==> src/rtl/jtag_pkg.sv <==
// Shared definitions for the JTAG TAP register back-end.
// One-hot TAP states, DR select codes and helper functions.
package jtag_pkg;

  localparam logic [15:0] ST_TLR   = 16'h0001;
  localparam logic [15:0] ST_RTI   = 16'h0002;
  localparam logic [15:0] ST_SELDR = 16'h0004;
  localparam logic [15:0] ST_CAPDR = 16'h0008;
  localparam logic [15:0] ST_SHDR  = 16'h0010;
  localparam logic [15:0] ST_EX1DR = 16'h0020;
  localparam logic [15:0] ST_PAUDR = 16'h0040;
  localparam logic [15:0] ST_EX2DR = 16'h0080;
  localparam logic [15:0] ST_UPDDR = 16'h0100;
  localparam logic [15:0] ST_SELIR = 16'h0200;
  localparam logic [15:0] ST_CAPIR = 16'h0400;
  localparam logic [15:0] ST_SHIR  = 16'h0800;
  localparam logic [15:0] ST_EX1IR = 16'h1000;
  localparam logic [15:0] ST_PAUIR = 16'h2000;
  localparam logic [15:0] ST_EX2IR = 16'h4000;
  localparam logic [15:0] ST_UPDIR = 16'h8000;

  typedef enum logic [1:0] {
    DR_BYPASS = 2'd0,
    DR_IDCODE = 2'd1,
    DR_USER   = 2'd2
  } dr_sel_e;

  // IR capture pattern: ...0001, low two bits 2'b01.
  function automatic logic [31:0] ir_cap_pat(
    input int w
  );
    logic [31:0] p;
    p = '0;
    if (w > 0) p[0] = 1'b1;
    return p;
  endfunction

  // BYPASS opcode is all ones over the IR width.
  function automatic logic [31:0] bypass_opc(
    input int w
  );
    if (w >= 32) return '1;
    return (32'h1 << w) - 32'h1;
  endfunction

endpackage

==> src/rtl/jtag_tap_regs_if.sv <==
// Bundle between the TAP controller side and the register back-end.
// master drives state/data in, slave drives serial and parallel outs.
interface jtag_tap_regs_if #(
  parameter int IR_WIDTH   = 4,
  parameter int USER_WIDTH = 16
);
  logic [15:0]           tap_state;
  logic                  tdi;
  logic [USER_WIDTH-1:0] user_din;
  logic                  tdo;
  logic                  tdo_en;
  logic [IR_WIDTH-1:0]   ir_q;
  logic [USER_WIDTH-1:0] user_dout;
  logic                  user_upd;

  modport master (
    output tap_state, tdi, user_din,
    input  tdo, tdo_en, ir_q,
    input  user_dout, user_upd
  );

  modport slave (
    input  tap_state, tdi, user_din,
    output tdo, tdo_en, ir_q,
    output user_dout, user_upd
  );
endinterface

==> src/rtl/jtag_shift_reg.sv <==
// Generic capture/shift/update register, LSB out first.
// upd_rst reloads the update latch with its reset value.
module jtag_shift_reg #(
  parameter int WIDTH = 8,
  parameter logic [WIDTH-1:0] SH_RST  = '0,
  parameter logic [WIDTH-1:0] UPD_RST = '0
) (
  input  logic             tck,
  input  logic             trst_n,
  input  logic             capture,
  input  logic             shift,
  input  logic             update,
  input  logic             upd_rst,
  input  logic [WIDTH-1:0] cap_val,
  input  logic             tdi,
  output logic             so,
  output logic [WIDTH-1:0] pout
);

  logic [WIDTH-1:0] sr;

  // Shift stage: capture parallel value or shift tdi into MSB.
  always_ff @(posedge tck or negedge trst_n) begin
    if (!trst_n) sr <= SH_RST;
    else if (capture) sr <= cap_val;
    else if (shift) sr <= {tdi, sr[WIDTH-1:1]};
  end

  // Update latch: only changes on update or forced reload.
  always_ff @(posedge tck or negedge trst_n) begin
    if (!trst_n) pout <= UPD_RST;
    else if (upd_rst) pout <= UPD_RST;
    else if (update) pout <= sr;
  end

  assign so = sr[0];

endmodule

==> src/rtl/jtag_tap_regs.sv <==
// JTAG TAP register back-end: IR, BYPASS, IDCODE, USER.
// TDO and its enable are retimed on the falling edge of tck.
module jtag_tap_regs
  import jtag_pkg::*;
#(
  parameter int IR_WIDTH   = 4,
  parameter logic [31:0] IDCODE_VAL = 32'h1234_5679,
  parameter logic [IR_WIDTH-1:0] IDCODE_OPC = 4'h1,
  parameter logic [IR_WIDTH-1:0] USER_OPC = 4'h8,
  parameter int USER_WIDTH = 16
) (
  input logic tck,
  input logic trst_n,
  jtag_tap_regs_if.slave bus
);

  localparam logic [31:0] IR_CAP32 = ir_cap_pat(IR_WIDTH);
  localparam logic [IR_WIDTH-1:0] IR_CAP =
    IR_CAP32[IR_WIDTH-1:0];

  // Exact compares make zero or multi-hot states a no-op.
  logic st_tlr, st_capdr, st_shdr, st_upddr;
  logic st_capir, st_shir, st_updir;
  assign st_tlr   = bus.tap_state == ST_TLR;
  assign st_capdr = bus.tap_state == ST_CAPDR;
  assign st_shdr  = bus.tap_state == ST_SHDR;
  assign st_upddr = bus.tap_state == ST_UPDDR;
  assign st_capir = bus.tap_state == ST_CAPIR;
  assign st_shir  = bus.tap_state == ST_SHIR;
  assign st_updir = bus.tap_state == ST_UPDIR;

  dr_sel_e sel;
  logic    ir_so, id_so, usr_so, dr_so;
  logic    bypass;

  // DR select from the current instruction.
  always_comb begin
    sel = DR_BYPASS;
    unique case (1'b1)
      (bus.ir_q == IDCODE_OPC): sel = DR_IDCODE;
      (bus.ir_q == USER_OPC):   sel = DR_USER;
      default:                  sel = DR_BYPASS;
    endcase
  end

  logic sel_id, sel_usr, sel_byp;
  assign sel_id  = sel == DR_IDCODE;
  assign sel_usr = sel == DR_USER;
  assign sel_byp = sel == DR_BYPASS;

  jtag_shift_reg #(
    .WIDTH  (IR_WIDTH),
    .SH_RST (IR_CAP),
    .UPD_RST(IDCODE_OPC)
  ) u_ir (
    .tck    (tck),
    .trst_n (trst_n),
    .capture(st_capir),
    .shift  (st_shir),
    .update (st_updir),
    .upd_rst(st_tlr),
    .cap_val(IR_CAP),
    .tdi    (bus.tdi),
    .so     (ir_so),
    .pout   (bus.ir_q)
  );

  jtag_shift_reg #(
    .WIDTH (32),
    .SH_RST(IDCODE_VAL)
  ) u_idcode (
    .tck    (tck),
    .trst_n (trst_n),
    .capture(st_capdr & sel_id),
    .shift  (st_shdr & sel_id),
    .update (1'b0),
    .upd_rst(1'b0),
    .cap_val(IDCODE_VAL),
    .tdi    (bus.tdi),
    .so     (id_so),
    .pout   ()
  );

  jtag_shift_reg #(
    .WIDTH(USER_WIDTH)
  ) u_user (
    .tck    (tck),
    .trst_n (trst_n),
    .capture(st_capdr & sel_usr),
    .shift  (st_shdr & sel_usr),
    .update (st_upddr & sel_usr),
    .upd_rst(1'b0),
    .cap_val(bus.user_din),
    .tdi    (bus.tdi),
    .so     (usr_so),
    .pout   (bus.user_dout)
  );

  // Single-bit BYPASS register.
  always_ff @(posedge tck or negedge trst_n) begin
    if (!trst_n) bypass <= 1'b0;
    else if (st_capdr & sel_byp) bypass <= 1'b0;
    else if (st_shdr & sel_byp) bypass <= bus.tdi;
  end

  // One-cycle strobe whenever user_dout is written.
  always_ff @(posedge tck or negedge trst_n) begin
    if (!trst_n) bus.user_upd <= 1'b0;
    else bus.user_upd <= st_upddr & sel_usr;
  end

  // Serial output of the selected DR.
  always_comb begin
    dr_so = bypass;
    unique case (sel)
      DR_IDCODE: dr_so = id_so;
      DR_USER:   dr_so = usr_so;
      default:   dr_so = bypass;
    endcase
  end

  // TDO retimed on falling edge; holds outside shift states.
  always_ff @(negedge tck or negedge trst_n) begin
    if (!trst_n) begin
      bus.tdo    <= 1'b0;
      bus.tdo_en <= 1'b0;
    end else begin
      bus.tdo_en <= st_shir | st_shdr;
      if (st_shir) bus.tdo <= ir_so;
      else if (st_shdr) bus.tdo <= dr_so;
    end
  end

endmodule

==> src/flat_wrapper.sv <==
// flat-port wrapper written by rule: the top's interface ports become plain ports
module jtag_tap_regs_flat import jtag_pkg::*;
#(
  parameter int IR_WIDTH   = 4,
  parameter logic [31:0] IDCODE_VAL = 32'h1234_5679,
  parameter logic [IR_WIDTH-1:0] IDCODE_OPC = 4'h1,
  parameter logic [IR_WIDTH-1:0] USER_OPC = 4'h8,
  parameter int USER_WIDTH = 16
)
  (tck, trst_n, bus_tap_state, bus_tdi, bus_user_din, bus_tdo, bus_tdo_en, bus_ir_q, bus_user_dout, bus_user_upd);
  jtag_tap_regs_if #(.IR_WIDTH(IR_WIDTH), .USER_WIDTH(USER_WIDTH)) bus_i ();
  input logic tck;
  input logic trst_n;
  input wire logic [$bits(bus_i.tap_state)-1:0] bus_tap_state;
  input wire logic [$bits(bus_i.tdi)-1:0] bus_tdi;
  input wire logic [$bits(bus_i.user_din)-1:0] bus_user_din;
  output wire logic [$bits(bus_i.tdo)-1:0] bus_tdo;
  output wire logic [$bits(bus_i.tdo_en)-1:0] bus_tdo_en;
  output wire logic [$bits(bus_i.ir_q)-1:0] bus_ir_q;
  output wire logic [$bits(bus_i.user_dout)-1:0] bus_user_dout;
  output wire logic [$bits(bus_i.user_upd)-1:0] bus_user_upd;
  assign bus_i.tap_state = bus_tap_state;
  assign bus_i.tdi = bus_tdi;
  assign bus_i.user_din = bus_user_din;
  assign bus_tdo = bus_i.tdo;
  assign bus_tdo_en = bus_i.tdo_en;
  assign bus_ir_q = bus_i.ir_q;
  assign bus_user_dout = bus_i.user_dout;
  assign bus_user_upd = bus_i.user_upd;
  jtag_tap_regs #(.IR_WIDTH(IR_WIDTH), .IDCODE_VAL(IDCODE_VAL), .IDCODE_OPC(IDCODE_OPC), .USER_OPC(USER_OPC), .USER_WIDTH(USER_WIDTH)) u_core (.tck(tck), .trst_n(trst_n), .bus(bus_i));
endmodule
==> config.mk <==
export PLATFORM = sky130hd
export DESIGN_NAME = jtag_tap_regs_flat
export DESIGN_NICKNAME = d
export VERILOG_FILES = /design/src/rtl/jtag_pkg.sv /design/src/rtl/jtag_tap_regs_if.sv /design/src/rtl/jtag_shift_reg.sv /design/src/rtl/jtag_tap_regs.sv /design/src/flat_wrapper.sv
export SDC_FILE = /design/constraint.sdc
export NUM_CORES = 1
export LEC_CHECK = 0
export ABC_AREA = 1
export CAP_MARGIN = 0
export CORE_UTILIZATION = 40
export CTS_CLUSTER_DIAMETER = 200
export DETAILED_ROUTE_END_ITERATION = 7
export PLACE_DENSITY = 0.58
export SETUP_SLACK_MARGIN = 0.05
export SYNTH_ARGS = -nofsm -noshare
export SYNTH_HDL_FRONTEND = slang
export SYNTH_HIERARCHICAL = 1
export SYNTH_SLANG_ARGS = --single-unit
==> constraint.sdc <==
create_clock -name tck -period 3.6 [get_ports tck]
set_clock_uncertainty 0.2 [all_clocks]
set_input_delay 0.36 -clock tck [delete_from_list [all_inputs] [get_ports tck]]
set_output_delay 0.36 -clock tck [all_outputs]
set_load 0.03 [all_outputs]
Word level (Yosys, flattened, before mapping)
Index checks and enable logic that the tools add are counted.

cells by class
  $lt $le $gt $ge = 0
  reductions and logical operators = 7
  bitwise operators = 8
  shifts and indexed selects = 0
  $add $sub $neg = 0
  $mul = 0
  div/mod/pow operators = 0
  equal/unequal tests = 11
  mux-type cells = 14

operators by type and width
  operator              number
  $mux 32               2
  $mux 16               2
  $eq 16x1->1 const B   1
  $eq 16x11->1 const B  1
  $eq 16x12->1 const B  1
  $eq 16x16->1 const B  1
  $eq 16x4->1 const B   1
  $eq 16x5->1 const B   1
  $eq 16x9->1 const B   1
  $mux 4                4
  $reduce_bool 2->1     6
  $and 1x1->1           7
  $eq 4x1->1 const B    1
  $eq 4x4->1 const B    1
  $mux 1                4
  $pmux 2 s2            1
  $eq 2x1->1 const B    1
  $eq 2x2->1 const B    1
  $logic_not 2->1       1
  $pmux 1 s2            1
  $or 1x1->1            1

word-level totals
  logic and storage cells = 49
  memories = 0
  register bits after elaboration = 76
  latch bits = 0
  input bits = 35
  RAM bits = 0
  ROM bits = 0

Depth between registers and ports, before layout
  depth in word-level cells = 6
  gate-level depth with buffers = 12
  mapped depth without buffers = 11

Cells and area by module
Netlist, hierarchy kept.

modules (own cells, without submodules)
  module                            cells each  times used  seq. area each (sq um)  area an instance (sq um)
  jtag_shift_reg (u_core.u_idcode)  316         1           1,619.1                 2,812.7
  jtag_shift_reg (u_core.u_user)    158         1           800.8                   1,408.9
  jtag_tap_regs                     77          1           100.1                   534.3
  jtag_shift_reg (u_core.u_ir)      40          1           202.7                   337.8

==> results_dict.tcl <==
set metrics [dict create \
    synth.cell_area_mm2 0.00380 \
    die_area_mm2 0.00990 \
    chipHeight_um 99.5 \
    worst_setup_path_startpoint "u_core/u_ir/pout[2]" \
    cts_tree "yes" \
    critPathCaptureType "flop" \
    grt_util_met3_pct 4.22 \
    place.detailed.hpwl_um 5670 \
    grt_start_max_net_pins 71 \
    timing_hold_violations_final 0 \
    groute.layer.met2.usage_pct 28.8 \
    most_frequent_cells_in_the_layout "sky130_fd_sc_hd__nand2_1 (155), sky130_fd_sc_hd__nand3_1 (131), sky130_fd_sc_hd__dfrtp_1 (56)" \
    synth-warning-count 6 \
    vdd.ir_drop.worst_uv 167 \
    place_congestion 0.783 \
    tightest_slew_ns 0.907 \
    clockRootBuffer "sky130_fd_sc_hd__clkbuf_8" \
    leakage_nw 2.33 \
    grt_setup_unrepaired "yes" \
    drive_gt1_share_pct 14.5 \
    grt_util_all_layers_pct 17.9 \
    mostFrequentLayoutCell "sky130_fd_sc_hd__nand2_1" \
    io_pins 58 \
    drt-wirelength-per-cell_um 12.2 \
    postSynthCellCount 451 \
    placed_area_mm2 0.00459 \
    worst_r2r_setup_slack_ns -0.02 \
    synthesis.area_per_instance_um2 8.43 \
    busiest_layer "met2" \
    final-setup-viol-count 1 \
    critical_path.reg2reg.startpoint "u_core/u_ir/pout[2]" \
    clkTransAtPathRegs_ns 0.08 \
    avgViaCountPerCell 4.72 \
    failed_checks "negative setup slack" \
    first_global_vias 3009 \
    standard_cell_rows 35 \
    grt_first_pass_wirelength_um 14000 \
    setup.worst_path.start_class "flop" \
    worstRegToRegCells 7 \
    cts_buffers 9 \
    postLayoutCoreUtil_pct 52.3 \
    dr_total_vias 3207 \
    summed_area_of_non_filler_cells_in_the_final_layout_mm2 0.00483 \
    floorplan.die.width_um 99.5 \
    clk-insertion-delay-late_ns 0.34 \
    cp_max_fo 4 \
    ratio_of_total_power_to_cell_area_mw_per_mm2 335 \
    n_fill_cell 892 \
    buffer_ports.inserted 57 \
    crit_required_ns 1.78 \
    cts_htree_levels 3 \
    diodes 0 \
    initialDrtViolationCount 166 \
    grt_antenna_before_repair 0 \
    max-slew-margin-rel_pct 39.5 \
    run_status "finished, violations left" \
    cts_max_path_buffers 2 \
    synthesis_to_finish_area_growth_pct 27.1 \
    slew_violations 0 \
    floorplan.initialDensity_pct 41.2 \
    setup.worst_path.class "flop to flop" \
    worstHoldPathType "input port to async pin" \
    layout_setup_ws_ns -0.0194 \
    cts_num_sinks 76 \
    core_area_mm2 0.00924 \
    drt_first_pass_iters 4 \
    maxCapViolations 0 \
    grt.met1_usage_pct 24.0 \
    finalWirelength_um 8280 \
    data_arrival_critical_path_ns 1.80 \
    layout.nets 584 \
    number_of_antenna_violating_nets_in_the_routed_design 0 \
    timing.rr.end "u_core/bus.tdo" \
    grt_overflow 0 \
    post-route-drc-count 0 \
]
[final cells by class]
cell class              instances  area, um2  share of cell area, %
inverters                      16       62.6                   1.29
well taps                     129        161                   3.34
flip-flops and latches         76       1920                   39.8
repair buffers                 72        694                   14.4
clock buffers                  10        138                   2.85
clock inverters                 6       71.3                   1.48
multi-input cells             371       1780                   36.9
[how the worst max path moves through the flow]
stage | end | slack [ns] | cells past startpoint
floorplan | u_core/bus.tdo | -0.02 | 10
global placement | u_core/bus.tdo | 0.01 | 10
detailed placement | u_core/bus.tdo | -0.04 | 10
CTS | u_core/bus.tdo | -0.01 | 9
global route | u_core/bus.tdo | -0.16 | 9
finish | u_core/bus.tdo | -0.02 | 7
[flip-flops by register name, summed over array words and instances (netlist names)]
signal / flops
u_core/bypass: 1
u_core/u_ir/pout: 4
u_core/u_user/sr: 16
u_core/bus.user_upd: 1
u_core/u_ir/sr: 4
u_core/bus.tdo_en: 1
u_core/u_idcode/sr: 32
u_core/bus.tdo: 1
u_core/u_user/pout: 16
[routing by layer]
metal	routed length (um)	part of all wire [%]	up-vias
met2	3860	47	69
met4	111	1.3	0
met3	292	3.5	9
met5	0	0	-
li1	-	-	1628
met1	4010	48	1501
[report_power, final]
group,switching (mW),internal (mW),total (mW)
Clock,0.334,0.345,0.679
Combinational,0.0449,0.0395,0.0844
Sequential,0.0000579,0.854,0.854
[critical path: stages (launching register included)]
cell and delay, ns:
sky130_fd_sc_hd__dfrtp_1 0.48, sky130_fd_sc_hd__nor3_4 0.23, sky130_fd_sc_hd__inv_1 0.09, sky130_fd_sc_hd__ha_1 0.30, sky130_fd_sc_hd__mux2i_1 0.19, sky130_fd_sc_hd__nand2_1 0.08, sky130_fd_sc_hd__nand3_2 0.06, sky130_fd_sc_hd__nand2_1 0.04
[through the flow]
step	cells	total power [mW]	TNS [ns]	hold slack (ns)	setup WS [ns]
after floorplan	487	0.893	-0.0196	-0.136	-0.0196
after global placement	661	0.954	0	-0.0279	0.0138
after detailed placement	661	0.954	-0.0388	-0.0267	-0.0388
after CTS	680	1.64	-0.0114	0.208	-0.0114
after global routing	680	1.69	-0.155	0.201	-0.155
final	680	1.62	-0.0194	0.231	-0.0194
[repair_timing]
action                                  CTS  global route
setup buffers                             2             0
hold buffers                              1             0
gates resized for setup                   4             1
endpoints found under the setup margin    3             2
hold endpoints to repair                  4             0
Power figures use the tool's default switching activity.
